[src/rtl/grad_batch_accumulator_pkg.sv]
`default_nettype none
// +----------------------------------------------------------------------------+
// | Module   : grad_batch_accumulator_pkg                                      |
// | Purpose  : Shared fixed-point constants and types for the gradient          |
// |            batch accumulator (Q8.8 words, FSM state encoding).              |
// | Contents : FXP_DATA_W, FXP_FRAC_W, fxp_t, gba_state_t                       |
// | Revision : 1.0  initial release                                             |
// +----------------------------------------------------------------------------+
package grad_batch_accumulator_pkg;

   localparam int FXP_DATA_W = 16;
   localparam int FXP_FRAC_W = 8;

   typedef logic signed [FXP_DATA_W-1:0] fxp_t;

   typedef enum logic [1:0] {
      IDLE  = 2'd0,
      ACCUM = 2'd1,
      DRAIN = 2'd2
   } gba_state_t;

endpackage
`default_nettype wire

[src/rtl/grad_acc_bank.sv]
`default_nettype none
// +----------------------------------------------------------------------------+
// | Module   : grad_acc_bank                                                    |
// | Purpose  : DEPTH x ACC_W accumulator register array with a write-or-add     |
// |            port and an asynchronous read port.                              |
// | Ports    : clk                 clock                                        |
// |            wr_en               perform a write/add this cycle              |
// |            clear_sel           1: overwrite with wr_data, 0: add wr_data   |
// |            wr_addr / wr_data   target entry and (sign-extended) operand    |
// |            rd_addr / rd_data   combinational read of one entry             |
// | Revision : 1.0  initial release                                             |
// +----------------------------------------------------------------------------+
module grad_acc_bank #(
   parameter int DEPTH  = 4,
   parameter int ACC_W  = 18,
   parameter int ADDR_W = 2
) (
   input  logic              clk,
   input  logic              wr_en,
   input  logic              clear_sel,
   input  logic [ADDR_W-1:0] wr_addr,
   input  logic [ACC_W-1:0]  wr_data,
   input  logic [ADDR_W-1:0] rd_addr,
   output logic [ACC_W-1:0]  rd_data
);

   // Contents need no reset: the first sample of each batch overwrites them.
   logic [ACC_W-1:0] acc [DEPTH];

   always_ff @(posedge clk) begin
      if (wr_en) begin
         // Two's-complement add is sign-agnostic, so no signed typing needed.
         acc[wr_addr] <= clear_sel ? wr_data : acc[wr_addr] + wr_data;
      end
   end

   assign rd_data = acc[rd_addr];

endmodule
`default_nettype wire

[src/rtl/grad_batch_accumulator.sv]
`default_nettype none
// +----------------------------------------------------------------------------+
// | Module   : grad_batch_accumulator                                           |
// | Purpose  : Sums 2^LOG2_BATCH per-sample Q8.8 gradient vectors element-wise  |
// |            and drains the batch average one element per cycle.             |
// | Ports    : clk, rst (async, active-high)                                    |
// |            start_in                      begin a batch (IDLE only)          |
// |            grad_in / grad_valid_in       per-sample element stream          |
// |            grad_ready_out                high while accumulating            |
// |            grad_out / grad_valid_out     averaged element stream            |
// |            grad_idx_out / grad_last_out  element index / final element      |
// |            busy_out                      high in ACCUM or DRAIN             |
// | Revision : 1.0  initial release                                             |
// +----------------------------------------------------------------------------+
module grad_batch_accumulator
   import grad_batch_accumulator_pkg::*;
#(
   parameter int DEPTH      = 4,
   parameter int LOG2_BATCH = 2,
   parameter int DATA_W     = FXP_DATA_W,
   parameter int IDX_W      = $clog2(DEPTH)
) (
   input  logic              clk,
   input  logic              rst,
   input  logic              start_in,
   input  logic [DATA_W-1:0] grad_in,
   input  logic              grad_valid_in,
   output logic              grad_ready_out,
   output logic [DATA_W-1:0] grad_out,
   output logic              grad_valid_out,
   output logic [IDX_W-1:0]  grad_idx_out,
   output logic              grad_last_out,
   output logic              busy_out
);

   // One guard bit per doubling of the batch makes overflow impossible.
   localparam int ACC_W = DATA_W + LOG2_BATCH;

   localparam logic [1:0] ST_IDLE  = IDLE;
   localparam logic [1:0] ST_ACCUM = ACCUM;
   localparam logic [1:0] ST_DRAIN = DRAIN;

   localparam logic [IDX_W-1:0]    LAST_ELEM   = IDX_W'(DEPTH - 1);
   localparam logic [LOG2_BATCH:0] LAST_SAMPLE = (LOG2_BATCH + 1)'((2 ** LOG2_BATCH) - 1);
   localparam logic [IDX_W:0]      DRAIN_END   = (IDX_W + 1)'(DEPTH);

   logic [1:0]            state;
   logic [IDX_W-1:0]      elem_cnt;
   logic [LOG2_BATCH:0]   sample_cnt;
   logic [IDX_W:0]        drain_cnt;

   logic                  xfer;
   logic                  drain_emit;
   logic [ACC_W-1:0]      grad_ext;
   logic [IDX_W-1:0]      rd_addr;
   logic [ACC_W-1:0]      acc_rd;
   logic [DATA_W-1:0]     avg;

   assign grad_ready_out = (state == ST_ACCUM);
   assign busy_out       = (state != ST_IDLE);
   assign xfer           = grad_valid_in && grad_ready_out;
   assign grad_ext       = ACC_W'($signed(grad_in));

   // DRAIN lasts DEPTH+1 cycles: DEPTH emit cycles, then one cycle in which
   // the last registered element is on the outputs before returning to IDLE.
   assign drain_emit     = (state == ST_DRAIN) && (drain_cnt < DRAIN_END);
   assign rd_addr        = drain_emit ? drain_cnt[IDX_W-1:0] : '0;

   // Arithmetic shift floors; the quotient always fits back in DATA_W.
   assign avg            = DATA_W'($signed(acc_rd) >>> LOG2_BATCH);

   grad_acc_bank #(
      .DEPTH  (DEPTH),
      .ACC_W  (ACC_W),
      .ADDR_W (IDX_W)
   ) u_bank (
      .clk       (clk),
      .wr_en     (xfer),
      .clear_sel (sample_cnt == '0),
      .wr_addr   (elem_cnt),
      .wr_data   (grad_ext),
      .rd_addr   (rd_addr),
      .rd_data   (acc_rd)
   );

   always_ff @(posedge clk or posedge rst) begin
      if (rst) begin
         state      <= ST_IDLE;
         elem_cnt   <= '0;
         sample_cnt <= '0;
         drain_cnt  <= '0;
      end else begin
         case (state)
            ST_IDLE: begin
               if (start_in) begin
                  state      <= ST_ACCUM;
                  elem_cnt   <= '0;
                  sample_cnt <= '0;
               end
            end
            ST_ACCUM: begin
               if (xfer) begin
                  if (elem_cnt == LAST_ELEM) begin
                     elem_cnt <= '0;
                     if (sample_cnt == LAST_SAMPLE) begin
                        state     <= ST_DRAIN;
                        drain_cnt <= '0;
                     end else begin
                        sample_cnt <= sample_cnt + 1'b1;
                     end
                  end else begin
                     elem_cnt <= elem_cnt + 1'b1;
                  end
               end
            end
            ST_DRAIN: begin
               if (drain_cnt == DRAIN_END) begin
                  state <= ST_IDLE;
               end else begin
                  drain_cnt <= drain_cnt + 1'b1;
               end
            end
            default: state <= ST_IDLE;
         endcase
      end
   end

   // Registered output stream; zero whenever no element is being presented.
   always_ff @(posedge clk or posedge rst) begin
      if (rst) begin
         grad_out       <= '0;
         grad_valid_out <= 1'b0;
         grad_idx_out   <= '0;
         grad_last_out  <= 1'b0;
      end else if (drain_emit) begin
         grad_out       <= avg;
         grad_valid_out <= 1'b1;
         grad_idx_out   <= drain_cnt[IDX_W-1:0];
         grad_last_out  <= (drain_cnt[IDX_W-1:0] == LAST_ELEM);
      end else begin
         grad_out       <= '0;
         grad_valid_out <= 1'b0;
         grad_idx_out   <= '0;
         grad_last_out  <= 1'b0;
      end
   end

endmodule
`default_nettype wire

[config.mk]
export PLATFORM = sky130hd
export DESIGN_NAME = grad_batch_accumulator
export DESIGN_NICKNAME = d
export VERILOG_FILES = /design/src/rtl/grad_batch_accumulator_pkg.sv /design/src/rtl/grad_acc_bank.sv /design/src/rtl/grad_batch_accumulator.sv
export SDC_FILE = /design/constraint.sdc
export NUM_CORES = 1
export LEC_CHECK = 0
export CORE_ASPECT_RATIO = 0.75
export CORE_MARGIN = 3
export CORE_UTILIZATION = 45
export CTS_BUF_LIST = sky130_fd_sc_hd__clkbuf_8 sky130_fd_sc_hd__clkbuf_16
export DETAILED_ROUTE_END_ITERATION = 6
export DONT_BUFFER_PORTS = 1
export REMOVE_ABC_BUFFERS = 1
export SLEW_MARGIN = 20
export SYNTH_ARGS = -nofsm -noshare
export SYNTH_HDL_FRONTEND = slang
export SYNTH_HIERARCHICAL = 1
export SYNTH_SLANG_ARGS = --single-unit
[constraint.sdc]
create_clock -name clk -period 4.1 [get_ports clk]
set_input_delay 0.205 -clock clk [delete_from_list [all_inputs] [get_ports clk]]
set_output_delay 0.205 -clock clk [all_outputs]
set_load 0.02 [all_outputs]
Word level (Yosys, flattened, before mapping). Memories as Yosys holds them, arrays and structs flattened. Cells that the tools add are included.

Bits in registers: 30. Memory bits (writable): 72. Bits of input ports: 20. Output and inout port bits: 22. Logic and storage cells: 65. Memories kept: 1.

Add/sub/neg operators: 4. $lt $le $gt $ge: 1. Equality and inequality tests: 13. Muxes and demuxes: 27. Reductions and logical operators: 11.

Memories: u_bank.acc (depth 4, bits a word 18, rd ports 2, clocked after memory_dff 0, write ports 1, RTL line grad_acc_bank.sv:28) `logic [ACC_W-1:0] acc [DEPTH];`.

Operator list (count): two-way mux 3 bit (8); adder 18 bit (1); two-way mux 18 bit (1); two-way mux 2 bit (9); two-way mux 16 bit (1); AND reduction 5 bit (3); one-hot mux 3 bit (2 select lines) (2); inequality test 2 x 1 -> 1 bit (second input constant) (4); adder 3 x 1 -> 3 bit (second input constant) (2); == test 2 bit (second input constant) (3); inequality test 2 bit (second input constant) (3); one-hot mux 2 bit (3 select lines) (1); nonzero test 2 bit (3); two-way mux 1 bit (4); one-hot mux 2 bit (2 select lines) (1); == test 3 x 2 -> 1 bit (second input constant) (1); == test 3 bit (second input constant) (1); zero test 3 bit (1); < comparator 3 bit (second input constant) (1); AND reduction 3 bit (1); adder 2 x 1 -> 2 bit (second input constant) (1); == test 2 x 1 -> 1 bit (second input constant) (1); logical AND 1 bit (2); zero test 2 bit (1).

Longest topological paths before layout.
Depth after elaboration: 5. Gate-level depth with buffers: 10. Mapped depth without buffers: 9.

Hierarchy. The synthesis kept the hierarchy.

By module, submodules not included: grad_acc_bank (instances 1, cells each 272, area each 4082.7 um^2, seq. area each 2162.1 um^2); grad_batch_accumulator (instances 1, cells each 107, area each 1311.3 um^2, seq. area each 750.7 um^2).

Least setup slack after synthesis. No wires, ideal clock.

Kind: reg-to-reg. From: register elem_cnt[0]. To: memory u_bank.acc[0][16], data pin. Setup time: 0.216 ns. Arrival: 3.070 ns. Data required time: 3.884 ns. Setup slack: 0.813 ns. Stages on the path, launching flop included: 11. Path buffers: 1. Clock period less this slack: 3.287 ns. Path through: dfrtp_1 -> buf_2 -> mux4_2 -> ha_1 -> fa_1 -> a21o_2 -> a31oi_4 -> o2111ai_2 -> nand2_2 -> mux2i_1 -> o41ai_2.

Word-level cells in the longest chain between the ends: 3.

RTL lines: start, declared (RTL line grad_batch_accumulator.sv:48) `logic [IDX_W-1:0] elem_cnt;`; start signal, assigned (RTL line grad_batch_accumulator.sv:112) `elem_cnt <= elem_cnt + 1'b1;`; memory read (4 x 18 bit); adder 18 bit (RTL line grad_acc_bank.sv:33) `acc[wr_addr] <= clear_sel ? wr_data : acc[wr_addr] + wr_data;`; two-way mux 18 bit (RTL line grad_acc_bank.sv:33); end, declared (RTL line grad_acc_bank.sv:28).

Every way passes these cells.

Final worst setup path.
From: register elem_cnt[0]. To: memory u_bank.acc[3][14], data pin.

The elaborated chain is that of the path after synthesis.

==> flow_metrics.py <==
metrics = {
    "outcome": {
        "outcome": "complete, no violations",
    },
    "timing": {
        "final.setup.tns_ns": 0,
        "max-slew-margin-rel_pct": 28.10,
        "rsz0062_at_grt": "false",
        "period_needed_ns": 3.465,
        "fmax_mhz": 288.6,
        "fin_crit_sh_pct": 84.52,
        "fin_ws_ns": 0.6346,
        "finalSetupViolations": 0,
        "drv_slew": 0,
        "finClkSkew_ns": 0.008121,
        "finalHoldViolations": 0,
        "tightest_slew_ns": 1.079,
    },
    "cts": {
        "cts_buffers": 9,
        "cts_resized": 0,
        "cts_tree": "yes",
        "cts_root_buf": "clkbuf_16",
        "clockBufferDepth": 2,
        "path_clk_slew_ns": 0.06,
        "clk_latency_ns": 0.34,
        "clkSinkCount": 102,
        "htree_levels": 3,
        "post-cts-setup-buffer-count": 0,
    },
    "worst_setup_path": {
        "start_kind": "flip-flop",
        "r2r_setup_slack_ns": 0.63,
        "r2r-end": "u_bank/acc[3][14]$_DFFE_PP_",
        "cp_slowest_cell": "dfrtp_1",
        "slowest_delay_ns": 0.61,
        "cp_cell_sequence": "mux4_2, ha_1, fa_1, a21o_2, a31oi_4, o2111ai_2, a31oi_1, xor2_1, o21ai_0",
        "cp.arrival_ns": 3.54,
        "crit_start": "elem_cnt[0]$_DFFE_PP0P_",
        "crit_type": "reg -> reg",
        "crit_family": "compound AO/OA/AOI/OAI gates",
        "crit_buf_inv": 0,
        "cp_data_required_time_ns": 4.18,
        "reg2reg_from": "elem_cnt[0]$_DFFE_PP0P_",
        "setup.worst_path.end_class": "flip-flop",
        "worstRegToRegCells": 9,
        "cp_max_fo": 7,
    },
    "detailed_routing": {
        "vias_per_cell": 5.868,
        "route.detailed.drc": 0,
        "wl_per_cell_um": 20.26,
        "drtPass1Iterations": 4,
        "vias": 3204,
        "ant_nets": 0,
        "drtIter0Drc": 297,
        "wirelength_um": 11060,
    },
    "synthesis": {
        "syn_avg_cell_area_um2": 14.19,
        "syn_area_mm2": 0.005349,
        "yosysWarnings": 6,
        "synth_cells": 377,
    },
    "job": {
        "maxCapViolCount": 0,
    },
    "power": {
        "irDropWorstVdd_mv": 0.4338,
        "p_leak_nw": 2.167,
        "power_density_mw_per_mm2": 897.2,
    },
    "placed_design": {
        "place_congestion": 0.7840,
        "placed_cells": 528,
        "io_buffers": 0,
        "dpl_cell_area_mm2": 0.005547,
        "post-place-ws_ns": 0.6249,
        "dp_hpwl_um": 7541,
    },
    "min_path": {
        "min_path_type": "in -> reg",
        "hp-start": "grad_in[15]",
        "worstHoldPathCells": 2,
        "worstHoldEndpoint": "u_bank/acc[1][16]$_DFFE_PP_",
    },
    "global_route": {
        "use_met2_pct": 27.86,
        "grt-ovfl-total": 0,
        "grt_max_degree": 39,
        "grt_pass1_vias": 3259,
        "top_usage_layer": "met2",
        "use_met1_pct": 26.21,
        "use_met3_pct": 4.158,
        "grt_first_pass_wirelength_um": 18260,
        "antenna_found_initial": 0,
        "track_usage_pct": 18.05,
    },
    "floorplanning": {
        "start_util_pct": 47.45,
        "row_count": 33,
        "io_pins": 42,
        "dieHeight_um": 100.4,
        "die_x_um": 131.9,
        "dieArea_mm2": 0.01324,
        "core_area_mm2": 0.01127,
    },
    "layout": {
        "drive_gt1_share_pct": 21.08,
        "num-nets-final": 428,
        "area_growth_pct": 9.520,
        "fin_cells": 546,
        "insertedDiodeCount": 0,
        "stdcell_area_mm2": 0.005858,
    },
}
## per-stage QoR
stage	hold slack, ns	total power, mW	utilization [%]
2_1_floorplan	0.2958	3.819	-
4_1_cts	0.09599	5.290	51.96
5_1_grt	0.1355	5.703	51.97
3_3_place_gp	0.2210	4.366	49.21
3_5_place_dp	0.2264	4.449	49.21
6_report	0.1068	5.256	51.97
## what timing repair did
item / 4_1_cts / 5_1_grt
hold buffers: 2 / 0
hold endpoints to repair: 31 / 0
endpoints found under the setup margin: 0 / 0
## how the worst max path moves through the flow
stage                                             end  slack, ns  depth (start not counted)
after floorplan           u_bank/acc[0][14]$_DFFE_PP_       0.49                          9
after global placement    u_bank/acc[2][16]$_DFFE_PP_       0.79                          9
after detailed placement  u_bank/acc[0][13]$_DFFE_PP_       0.62                          9
after CTS                 u_bank/acc[3][13]$_DFFE_PP_       0.60                          9
after global routing      u_bank/acc[3][13]$_DFFE_PP_       0.28                          9
final                     u_bank/acc[3][14]$_DFFE_PP_       0.63                          9
## layout make-up
cell class	instances	area (µm²)
Fill cell	925	5414
Sequential cell	102	2913
Multi-Input combinational cell	246	2307
Clock buffer	10	250.2
Tap cell	157	196.4
Timing Repair Buffer	14	110.1
Inverter	11	41.29
Clock inverter	6	40.04
## flip-flops by register name (all words and copies together) (netlist names)
name / flops
u_bank/acc: 72
grad_out: 16
drain_cnt: 3
sample_cnt: 3
elem_cnt: 2
grad_idx_out: 2
state: 2
grad_last_out: 1
grad_valid_out: 1
## power breakdown
part,switching (mW),internal (mW)
clock,0.364,0.450
sequential,0.185,1.79
combinational,1.40,1.06
## layer usage
layer,vias up,share of wire (%),routed length (µm)
met5,-,0,0
li1,1474,-,-
met3,9,5.8,640
met4,0,1.0,114
met2,94,45,5010
met1,1627,48,5298
## worst reg2reg max path: stages, from the launching register on
cell and delay [ns]:
dfrtp_1 0.61, mux4_2 0.57, ha_1 0.23, fa_1 0.42, a21o_2 0.27, a31oi_4 0.22, o2111ai_2 0.18, a31oi_1 0.22
xor2_1 0.09, o21ai_0 0.40
## placed cells by master (no fill, tap or decap), drive strengths merged, types with 7 or more instances in the layout
master  count
edfxtp     72
mux4       34
nand2      33
dfrtp      30
ha         23
and2       20
a21oi      19
o21ai      19
inv        14
buf        12
clkbuf     10
nor2        7
Note: power is estimated with default switching activity, not from simulation.
